`src/rtl/lsu_ctrl.sv`:
```
// lsu_ctrl -- load/store unit controller for a single-port word memory.
//
// Turns byte/halfword/word CPU loads and stores into accesses on a
// word-wide data memory. Sub-word stores use a read-modify-write pass
// (ACCESS reads the word, MERGE writes it back with one lane replaced).
// Loads extract the addressed lane and sign- or zero-extend it.
//
// Optional feature: define LSU_ALIGN_CHECK_EN to enable alignment/size
// checking. When it is undefined, err is tied low, misaligned halfword
// and word addresses are truncated, and size=11 behaves as a word.
//
// Parameters
//   S  data word width in bits (>= 16)
//   L  memory depth in words; AW = $clog2(L)
//
// Ports
//   clk, rst_n            clock, asynchronous active-low reset
//   req, we, size, sign   request strobe, store/load, access size, sign-extend
//   addr, wdata           byte address, right-justified store data
//   rdata                 registered load result (held until next load)
//   done, busy, err       completion pulse, non-idle flag, error (with done)
//   mem_a, mem_din        memory word address and write data
//   mem_dout              memory read data (combinational from mem_a)
//   mem_mread, mem_mwrite memory read strobe and write enable

module lsu_ctrl #(
    parameter  int S  = 32,
    parameter  int L  = 256,
    localparam int AW = $clog2(L)
) (
    input  logic          clk,
    input  logic          rst_n,
    input  logic          req,
    input  logic          we,
    input  logic [1:0]    size,
    input  logic          sign,
    input  logic [31:0]   addr,
    input  logic [S-1:0]  wdata,
    output logic [S-1:0]  rdata,
    output logic          done,
    output logic          busy,
    output logic          err,
    output logic [AW-1:0] mem_a,
    output logic [S-1:0]  mem_din,
    input  logic [S-1:0]  mem_dout,
    output logic          mem_mread,
    output logic          mem_mwrite
);

    typedef enum logic [1:0] {
        IDLE   = 2'd0,
        ACCESS = 2'd1,
        MERGE  = 2'd2,
        DONE   = 2'd3
    } state_t;

    state_t r_state, w_next;

    // Captured request. Only the address bits that select a byte within
    // the memory are kept, so word addresses wrap modulo L.
    logic          r_we;
    logic [1:0]    r_size;
    logic          r_sign;
    logic [AW+1:0] r_addr;
    logic [S-1:0]  r_wdata;
    logic [S-1:0]  r_rmw;
    logic [S-1:0]  r_rdata;

    logic          w_is_word;
    logic          w_err;
    logic [4:0]    w_lane_sh;
    logic [S-1:0]  w_shifted;
    logic [S-1:0]  w_ld_ext;
    logic [S-1:0]  w_mask;
    logic [S-1:0]  w_ins;
    logic [S-1:0]  w_merged;

    // size=11 is treated as a word when checking is off; when checking is
    // on it is flagged as an error before the word path is ever used.
    assign w_is_word = r_size[1];

`ifdef LSU_ALIGN_CHECK_EN
    logic r_err;
    assign w_err = (r_size == 2'b11)
                 | ((r_size == 2'b01) & r_addr[0])
                 | ((r_size == 2'b10) & (|r_addr[1:0]));
    assign err   = r_err & (r_state == DONE);
`else
    assign w_err = 1'b0;
    assign err   = 1'b0;
`endif

    // Bit offset of the addressed lane: bytes use addr[1:0], halves addr[1].
    assign w_lane_sh = (r_size == 2'b00) ? {r_addr[1:0], 3'b000}
                                         : {r_addr[1], 4'b0000};
    assign w_shifted = mem_dout >> w_lane_sh;

    always_comb begin
        w_ld_ext = mem_dout;
        if (r_size == 2'b00)
            w_ld_ext = {{(S-8){r_sign & w_shifted[7]}}, w_shifted[7:0]};
        else if (r_size == 2'b01)
            w_ld_ext = {{(S-16){r_sign & w_shifted[15]}}, w_shifted[15:0]};
    end

    assign w_mask   = ((r_size == 2'b00) ? S'(8'hFF) : S'(16'hFFFF)) << w_lane_sh;
    assign w_ins    = ((r_size == 2'b00) ? S'(r_wdata[7:0]) : S'(r_wdata[15:0])) << w_lane_sh;
    assign w_merged = (r_rmw & ~w_mask) | (w_ins & w_mask);

    // State register
    always_ff @(posedge clk or negedge rst_n) begin
        if (!rst_n) r_state <= IDLE;
        else        r_state <= w_next;
    end

    // Next state and memory strobes
    always_comb begin
        w_next     = r_state;
        mem_mread  = 1'b0;
        mem_mwrite = 1'b0;
        mem_din    = '0;
        case (r_state)
            IDLE: begin
                if (req) w_next = ACCESS;
            end
            ACCESS: begin
                if (w_err) begin
                    w_next = DONE;
                end else if (!r_we) begin
                    mem_mread = 1'b1;
                    w_next    = DONE;
                end else if (w_is_word) begin
                    mem_mwrite = 1'b1;
                    mem_din    = r_wdata;
                    w_next     = DONE;
                end else begin
                    mem_mread = 1'b1;
                    w_next    = MERGE;
                end
            end
            MERGE: begin
                mem_mwrite = 1'b1;
                mem_din    = w_merged;
                w_next     = DONE;
            end
            DONE: begin
                w_next = IDLE;
            end
            default: w_next = IDLE;
        endcase
    end

    // Request capture and datapath registers
    always_ff @(posedge clk or negedge rst_n) begin
        if (!rst_n) begin
            r_we    <= 1'b0;
            r_size  <= 2'b00;
            r_sign  <= 1'b0;
            r_addr  <= '0;
            r_wdata <= '0;
            r_rmw   <= '0;
            r_rdata <= '0;
`ifdef LSU_ALIGN_CHECK_EN
            r_err   <= 1'b0;
`endif
        end else begin
            if (r_state == IDLE && req) begin
                r_we    <= we;
                r_size  <= size;
                r_sign  <= sign;
                r_addr  <= addr[AW+1:0];
                r_wdata <= wdata;
`ifdef LSU_ALIGN_CHECK_EN
                r_err   <= 1'b0;
`endif
            end
            if (r_state == ACCESS) begin
`ifdef LSU_ALIGN_CHECK_EN
                r_err <= w_err;
`endif
                if (!r_we)
                    r_rdata <= w_err ? '0 : w_ld_ext;
                else if (!w_is_word)
                    r_rmw <= mem_dout;
            end
        end
    end

    assign rdata = r_rdata;
    assign done  = (r_state == DONE);
    assign busy  = (r_state != IDLE);
    assign mem_a = r_addr[AW+1:2];

endmodule

```
`config.mk`:
```
export PLATFORM = sky130hd
export DESIGN_NAME = lsu_ctrl
export DESIGN_NICKNAME = d
export VERILOG_FILES = /design/src/rtl/lsu_ctrl.sv
export SDC_FILE = /design/constraint.sdc
export NUM_CORES = 1
export LEC_CHECK = 0
export ABC_AREA = 1
export CORE_MARGIN = 4
export CORE_UTILIZATION = 30
export DETAILED_ROUTE_END_ITERATION = 8
export GPL_TIMING_DRIVEN = 0
export PLACE_DENSITY = 0.52
export SLEW_MARGIN = 30
export SYNTH_ARGS = -nofsm -noshare
export SYNTH_HDL_FRONTEND = slang
export SYNTH_SLANG_ARGS = --single-unit
```
`constraint.sdc`:
```
create_clock -name clk -period 2.2 [get_ports clk]
set_input_delay 0.44 -clock clk [delete_from_list [all_inputs] [get_ports clk]]
set_output_delay 0.44 -clock clk [all_outputs]
set_load 0.1 [all_outputs]
```
* After elaboration in Yosys (flattened, before gate mapping) *
Cells that the tools add are included.

word-level totals
  bits in registers = 112
  output and inout port bits = 77

cells by class
  muxes and demuxes = 18
  reductions and logical operators = 6
  shift operators = 3
  bitwise operators = 8
  eq/ne operators = 5

operator list
  kind                  count
  $mux W32              4
  $and A32 B32 Y32      2
  $pmux W32 S2          1
  $shl A16 B5 Y32       2
  $mux W16              2
  $not A32 Y32          1
  $or A32 B32 Y32       1
  $shr A32 B5 Y16       1
  $pmux W2 S4           1
  $mux W1               7
  $eq A2 B1 Y1 const B  2
  $eq A2 B2 Y1 const B  2
  $logic_not A2 Y1      2
  $mux W4               1
  $reduce_and A3 Y1     1
  $and A1 B1 Y1         2
  $mux W2               1
  $ne A2 B2 Y1 const B  1
  $not A1 Y1            2
  $pmux W1 S2           1
  $reduce_and A2 Y1     1
  $reduce_bool A2 Y1    1
  $logic_and A1 B1 Y1   1

* Longest topological paths before layout *
Gate-level depths: netlist of the first run.

  depth in word-level cells = 7
  mapped depth = 12

* Worst setup path before layout of the first run *
OpenSTA, ideal clock, no wires.

  path kind = reg2out
  from = register r_state[0]
  to = output port mem_din[11]
  data required time = 1.760 ns
  data arrival time = 2.832 ns
  cell stages (with the launch flop) = 9
  slack = -1.072 ns
  path through = dfrtp_1 inv_1 ha_1 buf_2 clkinv_1 clkbuf_1 nor2_1 nand2_1 a21oi_1

between the ends
  cells in the longest elaborated chain, start to end = 2
  elaborated cells on any way between the ends = 3
  classes of those cells = eq/ne (2); mux (1)

RTL lines
  what                                          line  source
  from (decl)                                   57    state_t r_state, w_next;
  from (signal assigned)                        113   else r_state <= w_next;
  $eq A2 B2 Y1 or $eq A2 B1 Y1 (tied branches)  122   case (r_state)
  $pmux W32 S2 (*)                              122
  to (decl)                                     44    output logic [S-1:0] mem_din,

Mark *: on every way between the ends. The rest lies on a longest branch, timed or not.

* Final worst setup path of the first run *
  from = register r_size[1]
  to = output port mem_din[16]

between the ends
  cells in the longest elaborated chain, start to end = 7
  elaborated cells on any way between the ends = 13
  classes of those cells = shift (2); mux (6); bitwise (4); reduce/logical (1)

RTL lines
  what                                 line          source
  from (decl)                          62            logic [1:0] r_size;
  from (signal assigned)               169           r_size <= size;
  $logic_not A2 Y1                     94, 106, 107
  $mux W16 or $mux W4 (tied branches)  106, 94
  $shl A16 B5 Y32                      106           assign w_mask = ((r_size == 2'b00) ? S'(8'hFF) : S'(16'hFFFF)) << w_lane_sh;
  $not A32 Y32                         108           assign w_merged = (r_rmw & ~w_mask) | (w_ins & w_mask);
  $and A32 B32 Y32                     108
  $or A32 B32 Y32                      108
  $pmux W32 S2 (*)                     122

Marks and branches as above.

==> flow_summary.yaml, run 1 <==
layout:
  layout.nets: 1023
  final_common_cell: "nand2_1"
  drive_gt1_share_pct: 34.2
  antenna_cells: 0
  fin_area_um2: 9610
  area_delta_synth_final_pct: 59.0
  layout_common_cells: "166 x nand2_1, 110 x dfrtp_1, 79 x clkdlybuf4s50_1"
critical_path:
  worst-setup-path-type: "reg -> out"
  worst-path-max-fanout: 7
  required_ns: 1.76
  r2r-start: "r_state[0]"
  critical_path.startpoint: "r_size[1]"
  slowest_stage: "o211ai_1"
  crit_chain: "buf_6, nor2_8, nand2_8, nand2_8, inv_8, buf_6, o211ai_1, a21oi_4, buf_12"
  endpoint_kind: "output port"
  worstPathArrival_ns: 2.10
  start_kind: "flip-flop"
  max_stage_delay_ns: 0.38
synthesis:
  synth_seq_area_share_pct: 46.4
  yosys_warnings: 0
  async_flop_share_pct: 100
  netlist_area_um2: 6040
  synth_enable_flop_cells: 0
  netlist_instances: 710
  synth.distinct_cells: 34
  yosys_most_used_dff: "dfrtp_1"
  avgSynthCellArea_um2: 8.51
  synth_top_area_cell: "dfrtp_1"
  ys_ff_latch: 112
  synth_top_area_share_pct: 46.4
  ys_top_cells_by_area: "dfrtp_1 46%, nand2_1 12%, mux2_2 10%, nor2_1 4.8%, a21oi_1 4.6%"
  postSynthNetCount: 818
cts:
  clock_latency_ns: 0.36
  cts_root_buf: "clkbuf_16"
  clock-sinks: 112
  cts.path.max_buffers: 2
  clk_pin_slew_ns: 0.08
  cts_inserted_buffers: 9
  h-tree-depth: 3
  cts_tree: "yes"
timing:
  slew_headroom_pct: 34.5
  hold_viol: 0
  fin_crit_ns: 2.54
  rsz0062_at_grt: "true"
  period_share_pct: 116
  fin_skew_ns: 0.00710
  worst_slew_pin_slew_ns: 0.986
  setup_violations: 32
  slew_viol_final: 0
  fin_ws_ns: -0.343
  max_freq_mhz: 393
die:
  core_um2: 19700
  die_y_um: 150
  start_util_pct: 30.8
  dieWidth_um: 150
  placementRows: 51
  num_io_pins: 180
  die-area_um2: 22500
routing:
  drt_pass1_iterations: 5
  vias_per_cell: 4.67
  post_drt_wl_per_cell_um: 17.7
  vias: 5525
  ant_nets: 0
  wl_met2_um: 10000
  drc: 0
  dr_wl_met3_um: 1030
  drt_wl_total_um: 21000
  wl_met1_um: 9660
  dr.max_layer_used: "met4"
  drtIter0Drc: 295
status:
  violations: "setup timing"
  status: "complete, but fails checks"
min_path:
  holdCritStartpoint: "rdata[6]"
  worstHoldPathType: "reg -> reg"
global_route:
  antenna_found_initial: 0
  grt_pass1_wl_um: 32400
  grt_overflow: 0
  track_usage_pct: 18.8
  grt_pass1_vias: 5729
  grt_start_max_net_pins: 81
placement:
  portBuffers: 156
  place_area_um2: 8430
  gp_congestion: 0.896
  hpwl_um: 15800
flow_run:
  maxCapViolations: 0
[area by class of cell]
class	instances	area, um2
Timing Repair Buffer	193	2170
Fill cell	1979	10000
Buffer	46	395
Sequential cell	112	2810
Inverter	35	179
Clock inverter	5	42.5
Multi-Input combinational cell	517	3440
Clock buffer	10	239
Timing Repair inverter	1	7.51
Tap cell	265	332
[logic make-up (layout without fill, tap and decap cells)]
group,after synthesis,in the layout,synth area share [%]
flip-flops,112,112,46.4
AO/OA/AOI/OAI,113,113,10.7
buffers and inverters,82,290,7.02
multiplexers,55,55,10.2
AND/OR/NAND/NOR,342,343,24.6
adder cells (fa/ha/maj),5,5,1.03
other,1,1,0.0620
[sequential cells by signal, summed over array words and instances (netlist names)]
name / cells
r_rmw: 32
r_wdata: 32
rdata: 32
r_addr: 10
r_size: 2
r_state: 2
r_sign: 1
r_we: 1
[Yosys cell counts, drive strengths merged, types with 8 or more instances]
library cell and n:
nand2 196, dfrtp 112, nor2 101, a21oi 61, mux2 55, nand3 37, o21ai 35, buf 32
inv 32, clkbuf 15, a22oi 8, o211ai 8
[repair_timing]
action / 4_1_cts / 5_1_grt
hold endpoints to repair: 32 / 0
hold buffers: 1 / 0
gates cloned: 1 / 4
setup buffers: 18 / 14
pin swaps: 33 / 32
setup endpoints to repair: 76 / 36
resized for setup: 399 / 37
[worst paths after layout]
path | to | slack [ns] | cells after the start
max | mem_din[16] | -0.34 | 9
min reg2reg | rdata[6] | 0.48 | 2
max in group asynchronous | r_state[1] | 0.96 | 3
max reg2reg | r_size[0] | 0.15 | 6
min in group asynchronous | rdata[24] | 0.52 | 2
min | rdata[6] | 0.48 | 2
[per-stage QoR]
stage	TNS [ns]	worst slack (ns)	utilization, %	hold slack (ns)	std cells
final	-9.12	-0.343	48.9	0.483	1184
after global routing	-11.75	-0.418	48.9	0.504	1184
after CTS	-9.03	-0.321	47.5	0.493	1166
after detailed placement	-37.51	-1.20	42.9	0.326	1132
after global placement	-491.29	-4.07	42.7	0.474	1131
after floorplan	-2.23	-0.0866	-	0.144	710
[metal layers]
layer / GRT usage [%] / vias up
met5: 0 / -
met4: 3.48 / 0
met3: 3.66 / 18
met2: 30.7 / 147
met1: 26.1 / 2652
li1: - / 2708
[critical path: cells and delay by family (launching register included)]
kind,cells,cell delay [ns]
flops,1,0.37
compound gates,2,0.49
simple gates,3,0.40
buf+inv,4,0.48
Power of run 1 is not shown: default switching activity piles up to over one toggle a cycle in this logic, so the estimate is an artifact.
==> run 2: changes to the inputs <==
Settings changed: RECOVER_POWER set to 50, REMOVE_ABC_BUFFERS set to 1.
==> flow_summary.yaml, run 2 (synthesis results as in run 1) <==
die:
  num_io_pins: 180
  placementRows: 51
  dieWidth_um: 150
  core_um2: 19700
  die-area_um2: 22500
  start_util_pct: 30.8
  die_y_um: 150
min_path:
  worstHoldPathType: "reg -> reg"
global_route:
  track_usage_pct: 19.1
  antenna_found_initial: 1
  grt_pass1_vias: 5606
  grt_overflow: 0
  grt_pass1_wl_um: 32800
  grt_start_max_net_pins: 72
layout:
  final_util_pct: 47.8
  layout.nets: 1002
  layout_common_cells: "169 x nand2_1, 105 x dfrtp_1, 79 x clkdlybuf4s50_1"
  drive_gt1_share_pct: 33.6
  area_delta_synth_final_pct: 55.4
  fin_area_um2: 9390
  final_common_cell: "nand2_1"
  final_cells: 1164
  antenna_cells: 0
placement:
  placed_cells: 1087
  place_area_um2: 7750
  portBuffers: 156
  gp_congestion: 0.827
  hpwl_um: 13800
timing:
  worst_slew_pin_slew_ns: 1.14
  setup_violations: 58
  max_freq_mhz: 391
  period_share_pct: 116
  fin_skew_ns: 0.00897
  fin_ws_ns: -0.360
  slew_viol_final: 0
  slew_headroom_pct: 23.8
  rsz0062_at_grt: "true"
  tns_ns: -11.37
  fin_crit_ns: 2.56
  hold_viol: 0
critical_path:
  r2r_cells: 5
  worstPathArrival_ns: 2.12
  required_ns: 1.76
  crit_end: "mem_din[9]"
  endpoint_kind: "output port"
  r2r_slack_ns: -0.13
  reg2reg_to: "r_rmw[18]"
  critical_path.startpoint: "r_size[1]"
  r2r-start: "r_size[1]"
  worst-path-max-fanout: 5
  worst-setup-path-type: "reg -> out"
  start_kind: "flip-flop"
routing:
  drc: 0
  drt_wl_total_um: 21200
  vias: 5558
  drtIter0Drc: 368
  ant_nets: 0
  post_drt_wl_per_cell_um: 18.2
  drt_pass1_iterations: 5
  vias_per_cell: 4.77
cts:
  cts_inserted_buffers: 9
  cts_root_buf: "clkbuf_16"
  clock_latency_ns: 0.36
  h-tree-depth: 3
  cts_tree: "yes"
  clock-sinks: 112
  clk_pin_slew_ns: 0.07
  cts.path.max_buffers: 2
status:
  status: "complete, but fails checks"
  violations: "setup timing"
flow_run:
  maxCapViolations: 0
==> run 2: worst max-delay path, cell delays in order (launching register included) <==
cell and delay [ns]:
dfrtp_4 0.53, nor2_8 0.21, buf_12 0.14, clkinvlp_4 0.14
a22oi_1 0.29, nand2_1 0.08, nand2_1 0.11, a21oi_4 0.08
buf_12 0.17
==> run 2: metal layers <==
metal,wire [um],track usage [%]
met1,9100,24.7
met2,10000,30.8
met3,1470,5.42
met4,634,6.59
met5,12,0
==> run 2: repair_timing <==
item / CTS / global route
buffers inserted: 38 / 17
gates resized for setup: 405 / 75
endpoints found under the setup margin: 134 / 50
gates cloned: 4 / 2
pin swaps: 23 / 37
endpoints found under the hold margin: 41 / 0
hold buffers: 1 / 0
==> run 2: how the worst min path moves through the flow <==
stage | depth (start not counted) | end | slack, ns | startpoint
after CTS | 2 | rdata[2] | 0.49 | rdata[2]
final | 2 | rdata[2] | 0.49 | rdata[2]
after floorplan | 0 | r_addr[0] | 0.14 | rst_n
after global placement | 2 | rdata[2] | 0.47 | rdata[2]
after detailed placement | 1 | rdata[19] | 0.36 | rst_n
after global routing | 2 | rdata[1] | 0.51 | rdata[1]
==> run 2: through the flow <==
step | setup slack, ns | hold slack (ns)
2_1_floorplan | -1.49 | 0.144
3_3_place_gp | -4.10 | 0.467
3_5_place_dp | -2.02 | 0.360
4_1_cts | -0.396 | 0.486
5_1_grt | -0.422 | 0.515
6_report | -0.360 | 0.488
==> run 2: cell type report <==
cell class,count,area [um2]
inverter,35,204
timing repair inverter,3,31.3
sequential,112,2820
fill,1942,10300
multi-input combinational,519,3310
timing repair buffer,214,2340
tap,265,332
clock buffer,11,253
clock inverter,5,103
Power of run 2 is left out for the same reason.
